==> config.mk <==
export PLATFORM = sky130hd
export DESIGN_NAME = tick_timer_flat
export DESIGN_NICKNAME = d
export VERILOG_FILES = /design/src/rtl/tick_timer_if.sv /design/src/rtl/tick_timer.sv /design/src/flat_wrapper.sv
export SDC_FILE = /design/constraint.sdc
export NUM_CORES = 1
export LEC_CHECK = 0
export ABC_AREA = 1
export CAP_MARGIN = 20
export CORE_UTILIZATION = 43
export CTS_BUF_LIST = sky130_fd_sc_hd__clkbuf_2
export DETAILED_ROUTE_END_ITERATION = 12
export HOLD_SLACK_MARGIN = 0.15
export PLACE_DENSITY = 0.91
export SYNTH_ARGS = -nofsm -noshare
export SYNTH_HDL_FRONTEND = slang
export SYNTH_SLANG_ARGS = --single-unit
==> constraint.sdc <==
create_clock -name clock -period 1.73 [get_ports clock]
set_input_delay 0.173 -clock clock [delete_from_list [all_inputs] [get_ports clock]]
set_output_delay 0.173 -clock clock [all_outputs]
set_load 0.05 [all_outputs]
==> src/rtl/tick_timer_if.sv <==
// rtl/tick_timer_if.sv - interval handshake bundle between a controller and tick_timer
//
// Signals:
//   start       controller -> timer  request to begin an interval
//   load_value  controller -> timer  interval length in ticks, captured with start
//   abort       controller -> timer  cancel a running interval
//   tick        timer -> controller  one-cycle pulse per rising edge of the selected tap
//   busy        timer -> controller  interval running
//   done        timer -> controller  one-cycle pulse on normal completion
//   remaining   timer -> controller  ticks left in the current interval
interface tick_timer_if #(
    parameter int CNT_W = 8
);
    logic             start;
    logic [CNT_W-1:0] load_value;
    logic             abort;
    logic             tick;
    logic             busy;
    logic             done;
    logic [CNT_W-1:0] remaining;

    modport master (
        output start, load_value, abort,
        input  tick, busy, done, remaining
    );

    modport slave (
        input  start, load_value, abort,
        output tick, busy, done, remaining
    );
endinterface

==> src/rtl/tick_timer.sv <==
// rtl/tick_timer.sv - divided-clock tap edge detector driving a loadable tick down-counter
//
// Ports:
//   clock           system clock, all state on posedge
//   reset_n         asynchronous active-low reset
//   divided_clocks  divider output bus, bit k toggles every 2^k clocks
//   tap_sel         selects the divided_clocks bit used as tick source
//   ctl             tick_timer_if.slave: start/load_value/abort in, tick/busy/done/remaining out
module tick_timer #(
    parameter int TAP_W = 5,
    parameter int CNT_W = 8
) (
    input  logic             clock,
    input  logic             reset_n,
    input  logic [31:0]      divided_clocks,
    input  logic [TAP_W-1:0] tap_sel,
    tick_timer_if.slave      ctl
);

    typedef enum logic [1:0] {
        IDLE = 2'd0,
        RUN  = 2'd1,
        DONE = 2'd2
    } state_t;

    state_t           state;
    state_t           state_nxt;
    logic [CNT_W-1:0] remaining_q;
    logic [CNT_W-1:0] remaining_nxt;

    logic             tap_q;
    logic             tap_d;
    logic [TAP_W-1:0] sel_q;
    logic             tick;

    // Divided clocks are only ever sampled as data. When the tap selection
    // changes, both history bits load the new tap so the switch itself can
    // never look like a rising edge.
    always_ff @(posedge clock or negedge reset_n) begin
        if (!reset_n) begin
            tap_q <= 1'b0;
            tap_d <= 1'b0;
            sel_q <= '0;
        end else begin
            sel_q <= tap_sel;
            tap_q <= divided_clocks[tap_sel];
            if (tap_sel != sel_q) begin
                tap_d <= divided_clocks[tap_sel];
            end else begin
                tap_d <= tap_q;
            end
        end
    end

    assign tick = tap_q & ~tap_d;

    always_ff @(posedge clock or negedge reset_n) begin
        if (!reset_n) begin
            state       <= IDLE;
            remaining_q <= '0;
        end else begin
            state       <= state_nxt;
            remaining_q <= remaining_nxt;
        end
    end

    always_comb begin
        state_nxt     = state;
        remaining_nxt = remaining_q;
        case (state)
            IDLE: begin
                // abort has nothing to cancel here, so only start matters
                if (ctl.start) begin
                    if (ctl.load_value != '0) begin
                        remaining_nxt = ctl.load_value;
                        state_nxt     = RUN;
                    end else begin
                        state_nxt     = DONE;
                    end
                end
            end
            RUN: begin
                if (ctl.abort) begin
                    remaining_nxt = '0;
                    state_nxt     = IDLE;
                end else if (tick && (remaining_q != '0)) begin
                    remaining_nxt = remaining_q - 1'b1;
                    if (remaining_q == CNT_W'(1)) begin
                        state_nxt = DONE;
                    end
                end
            end
            DONE: begin
                remaining_nxt = '0;
                state_nxt     = IDLE;
            end
            default: begin
                remaining_nxt = '0;
                state_nxt     = IDLE;
            end
        endcase
    end

    assign ctl.tick      = tick;
    assign ctl.busy      = (state == RUN);
    assign ctl.done      = (state == DONE);
    assign ctl.remaining = remaining_q;

endmodule

==> src/flat_wrapper.sv <==
// flat-port wrapper written by rule: the top's interface ports become plain ports
module tick_timer_flat 
#(
    parameter int TAP_W = 5,
    parameter int CNT_W = 8
)
  (clock, reset_n, divided_clocks, tap_sel, ctl_start, ctl_load_value, ctl_abort, ctl_tick, ctl_busy, ctl_done, ctl_remaining);
  tick_timer_if #(.CNT_W(CNT_W)) ctl_i ();
  input  logic clock;
  input  logic reset_n;
  input  logic [31:0] divided_clocks;
  input  logic [TAP_W-1:0] tap_sel;
  input wire logic [$bits(ctl_i.start)-1:0] ctl_start;
  input wire logic [$bits(ctl_i.load_value)-1:0] ctl_load_value;
  input wire logic [$bits(ctl_i.abort)-1:0] ctl_abort;
  output wire logic [$bits(ctl_i.tick)-1:0] ctl_tick;
  output wire logic [$bits(ctl_i.busy)-1:0] ctl_busy;
  output wire logic [$bits(ctl_i.done)-1:0] ctl_done;
  output wire logic [$bits(ctl_i.remaining)-1:0] ctl_remaining;
  assign ctl_i.start = ctl_start;
  assign ctl_i.load_value = ctl_load_value;
  assign ctl_i.abort = ctl_abort;
  assign ctl_tick = ctl_i.tick;
  assign ctl_busy = ctl_i.busy;
  assign ctl_done = ctl_i.done;
  assign ctl_remaining = ctl_i.remaining;
  tick_timer #(.TAP_W(TAP_W), .CNT_W(CNT_W)) u_core (.clock(clock), .reset_n(reset_n), .divided_clocks(divided_clocks), .tap_sel(tap_sel), .ctl(ctl_i));
endmodule
==> reports/metrics.cfg <==
[run_status]
run_status=finished clean

[setup_path]
worst_setup_path_start_kind=flop
criticalPathCategory=reg -> reg
critical_path.cell_chain=inv_2 -> ha_1 -> nand2_1 -> nor2_2 -> nand2_1 -> nand2_1 -> nand2_2 -> nand2_2 -> inv_4 -> nand2_1 -> o21ai_2
crit_required_ns=1.93
critical_path_peak_fanout=15
number_of_cells_traversed_by_the_worst_register_to_register_path=11
cp_num_buf_inv=2
timing.rr.start=u_core.ctl.remaining[0]
setup.reg_to_reg.worst_slack_ns=0.14
regToRegEndpoint=u_core.ctl.remaining[1]
crit_arrival_ns=1.79
critPathSlowestCell=sky130_fd_sc_hd__dfrtp_2
cp_top_family=simple AND/OR/NAND/NOR gates
slowest_delay_ns=0.47
crit_path_end_kind=flop
crit_path_frequent_cell=sky130_fd_sc_hd__nand2_1

[global_route]
number_of_antenna_violations_at_the_first_check_in_global_routing=0
via_count_of_the_first_global_routing_pass=1465
grt_overflow=0
grtUsageTotal=0.2212
wire_length_of_the_first_global_routing_pass_um=5871
maximum_number_of_pins_on_one_net_before_global_route_repair=19

[clocking]
h-tree-depth=1
cts_buffers=3
clk_root_buffer_cell=sky130_fd_sc_hd__clkbuf_2
clk_pin_slew_ns=0.20
numClockSinks=17
clockBufferDepth=2
cts_tree=done
clk_latency_ns=0.32

[synthesis]
ys_warn_count=0
synth-compound-area-share=0.08173
synthMuxAreaShare=0
synth_simple_gate_area_frac=0.4288
synthDistinctLibCells=26
synth.area.top_cells=sky130_fd_sc_hd__dfrtp_1, sky130_fd_sc_hd__nand2_1, sky130_fd_sc_hd__nand3_1, sky130_fd_sc_hd__xor2_1, sky130_fd_sc_hd__inv_1
synth-adder-area-share=0.01837
yosysTopAreaCellShare=0.3122
ys_ff_latch=17
synthesis.area_per_instance_um2=6.745
combinational_family_with_the_most_area_after_synthesis=simple AND/OR/NAND/NOR gates
area_share_of_xor_xnor_cells_in_the_synthesized_design=0.05785
area_of_the_mapped_netlist_um2=1363
syn_inst=202
synth.yosys.seq_area_share=0.3122
cell_accounting_for_the_most_synthesized_area=sky130_fd_sc_hd__dfrtp_1
synth_fp_nets=253

[floorplanning]
die_height_um=58.29
design.die.area_um2=3398
effective_utilization_at_floorplan=0.4500
core_area_um2=3028
design.portCount=60
placementRows=20
die_width_um=58.29

[sta]
unrepaired_setup_endpoints_after_global_routing=no
finClkSkew_ns=0.03499
finalSetupTns_ns=0
period_share=0.9187
worst_slack_ns=0.1406
final-setup-viol-count=0
actual_transition_at_the_worst_max_transition_pin_ns=0.5195
clock.fmax_mhz=629.2
final.min_clock_period_ns=1.589
timing.final.hold_violations=0
timing_max_transition_violations_final=0
slew_headroom=0.6531

[route]
detailedRoute.firstIterationViolations=57
avgRoutedWirePerCell_um=11.05
via_per_inst=4.907
drt_pre_antenna_iters=4
route.antenna.remaining_nets=0
wl_um=3437
via_count=1526
drc=0

[final_layout]
stdcell_area_um2=2031
area_growth_syn_to_layout_pct=49.04
antennaDiodeCount=0
drive_gt1_frac=0.1573
final_cells=311
number_of_nets_in_the_layout=319

[hold_path]
worstHoldEndpoint=u_core.sel_q[2]
timing.hold.worst.class=in -> reg
worstHoldPathCells=1
timing.hold.worst.start=tap_sel[2]

[placement]
gp_routability_congestion=0.8976
placement.cell_area_um2=2002
port-buffer-count=59
dp_slack_ns=0.1400
placed_instances=306
hpwl_after_dpl_um=2790

[power]
worst_ir_drop_vdd_uv=384.6
p_per_area_nw_per_um2=1202
power.static_leakage_nw=0.9810

[run]
timing.max_cap.violations=0

cell usage after synthesis:
cell / number
sky130_fd_sc_hd__buf_4: 1
sky130_fd_sc_hd__buf_12: 1
sky130_fd_sc_hd__buf_6: 1
sky130_fd_sc_hd__dfrtp_1: 17
sky130_fd_sc_hd__a21oi_4: 1
sky130_fd_sc_hd__xnor2_1: 1
sky130_fd_sc_hd__ha_1: 2
sky130_fd_sc_hd__and2_1: 1
sky130_fd_sc_hd__nor2_4: 2
sky130_fd_sc_hd__nand2_2: 3
sky130_fd_sc_hd__xor2_1: 8
sky130_fd_sc_hd__nor2_1: 17
sky130_fd_sc_hd__o21ai_2: 6
sky130_fd_sc_hd__nand3b_1: 1
sky130_fd_sc_hd__buf_2: 2
sky130_fd_sc_hd__nor3b_2: 1
sky130_fd_sc_hd__inv_2: 5
sky130_fd_sc_hd__o21ai_0: 5
sky130_fd_sc_hd__nand2_1: 67
sky130_fd_sc_hd__nand3_1: 34
sky130_fd_sc_hd__inv_1: 17
sky130_fd_sc_hd__a21oi_1: 1
sky130_fd_sc_hd__o22ai_1: 2
sky130_fd_sc_hd__nand4_1: 2
sky130_fd_sc_hd__inv_4: 1
sky130_fd_sc_hd__nor2_2: 3
power by group:
group | internal (mW) | total (mW) | switching [mW]
Sequential | 0.510 | 0.622 | 0.113
Clock | 0.0523 | 0.187 | 0.135
Combinational | 0.602 | 1.63 | 1.03
through the flow:
| stage | hold WS (ns) | power [mW] | util |
|---|---|---|---|
| 2_1_floorplan | -0.1226 | 1.820 | - |
| 3_5_place_dp | 0.5205 | 2.283 | 0.6612 |
| 3_3_place_gp | 0.5201 | 2.240 | 0.6612 |
| 5_1_grt | 0.3671 | 2.640 | 0.6707 |
| 6_report | 0.3727 | 2.440 | 0.6707 |
| 4_1_cts | 0.3571 | 2.454 | 0.6698 |
flip-flops by register name, indices dropped and copies added (netlist names):
signal,count
u_core.tap_d,1
u_core.state,2
u_core.tap_q,1
u_core.sel_q,5
u_core.ctl.remaining,8
layout make-up:
type | instances | area [um2]
Fill cell | 257 | 997.2
Multi-Input combinational cell | 157 | 799.5
Timing Repair Buffer | 66 | 639.4
Sequential cell | 17 | 427.9
Inverter | 23 | 88.84
Tap cell | 44 | 55.05
Clock buffer | 3 | 15.01
Clock inverter | 1 | 5.005
layout by cell type, fill, tap and decap left out, types with 2 or more instances in the layout:
master,instances
sky130_fd_sc_hd__nand4_1,2
sky130_fd_sc_hd__nor2_2,3
sky130_fd_sc_hd__inv_1,16
sky130_fd_sc_hd__nand2_2,3
sky130_fd_sc_hd__nor2_4,2
sky130_fd_sc_hd__dfrtp_1,15
sky130_fd_sc_hd__buf_4,12
sky130_fd_sc_hd__o21ai_0,5
sky130_fd_sc_hd__nand2_1,67
sky130_fd_sc_hd__ha_1,2
sky130_fd_sc_hd__clkdlybuf4s50_1,48
sky130_fd_sc_hd__o22ai_1,2
sky130_fd_sc_hd__inv_2,6
sky130_fd_sc_hd__dfrtp_2,2
sky130_fd_sc_hd__o21ai_2,6
sky130_fd_sc_hd__nand3_1,34
sky130_fd_sc_hd__xor2_1,8
sky130_fd_sc_hd__dlygate4sd2_1,3
sky130_fd_sc_hd__clkbuf_2,3
sky130_fd_sc_hd__nor2_1,17
worst max path at each step:
stage / end / start / cells after the start
4_1_cts: ctl_remaining[1] / u_core.ctl.remaining[1] / 1
3_5_place_dp: u_core.tap_q / tap_sel[0] / 9
5_1_grt: u_core.ctl.remaining[1] / u_core.ctl.remaining[1] / 11
6_report: u_core.ctl.remaining[1] / u_core.ctl.remaining[0] / 11
2_1_floorplan: u_core.ctl.remaining[2] / u_core.ctl.remaining[0] / 12
3_3_place_gp: u_core.ctl.remaining[0] / u_core.ctl.remaining[0] / 11
cell families (layout without fill, tap and decap cells):
kind of cell / after synthesis / in the layout
xor gates and xnor gates: 9 / 9
buffers and inverters: 28 / 93
DFF: 17 / 17
adders and majority gates: 2 / 2
and+or+nand+nor: 131 / 131
AOI/OAI and AO/OA: 15 / 15
metal layers:
metal / wire length (um) / vias to the layer above / track usage
met1: 1402 / 691 / 0.2427
met4: 21 / 0 / 0.07483
li1: - / 774 / -
met2: 1838 / 59 / 0.4384
met3: 175 / 2 / 0.02198
met5: 0 / - / 0
what timing repair did:
| action | in CTS | in global routing |
|---|---|---|
| setup buffers | 0 | 0 |
| endpoints found under the hold margin | 10 | 0 |
| hold buffers | 1 | 0 |
| endpoints found under the setup margin | 3 | 4 |
| resized for setup | 3 | 2 |
Power figures use the tool's default switching activity.
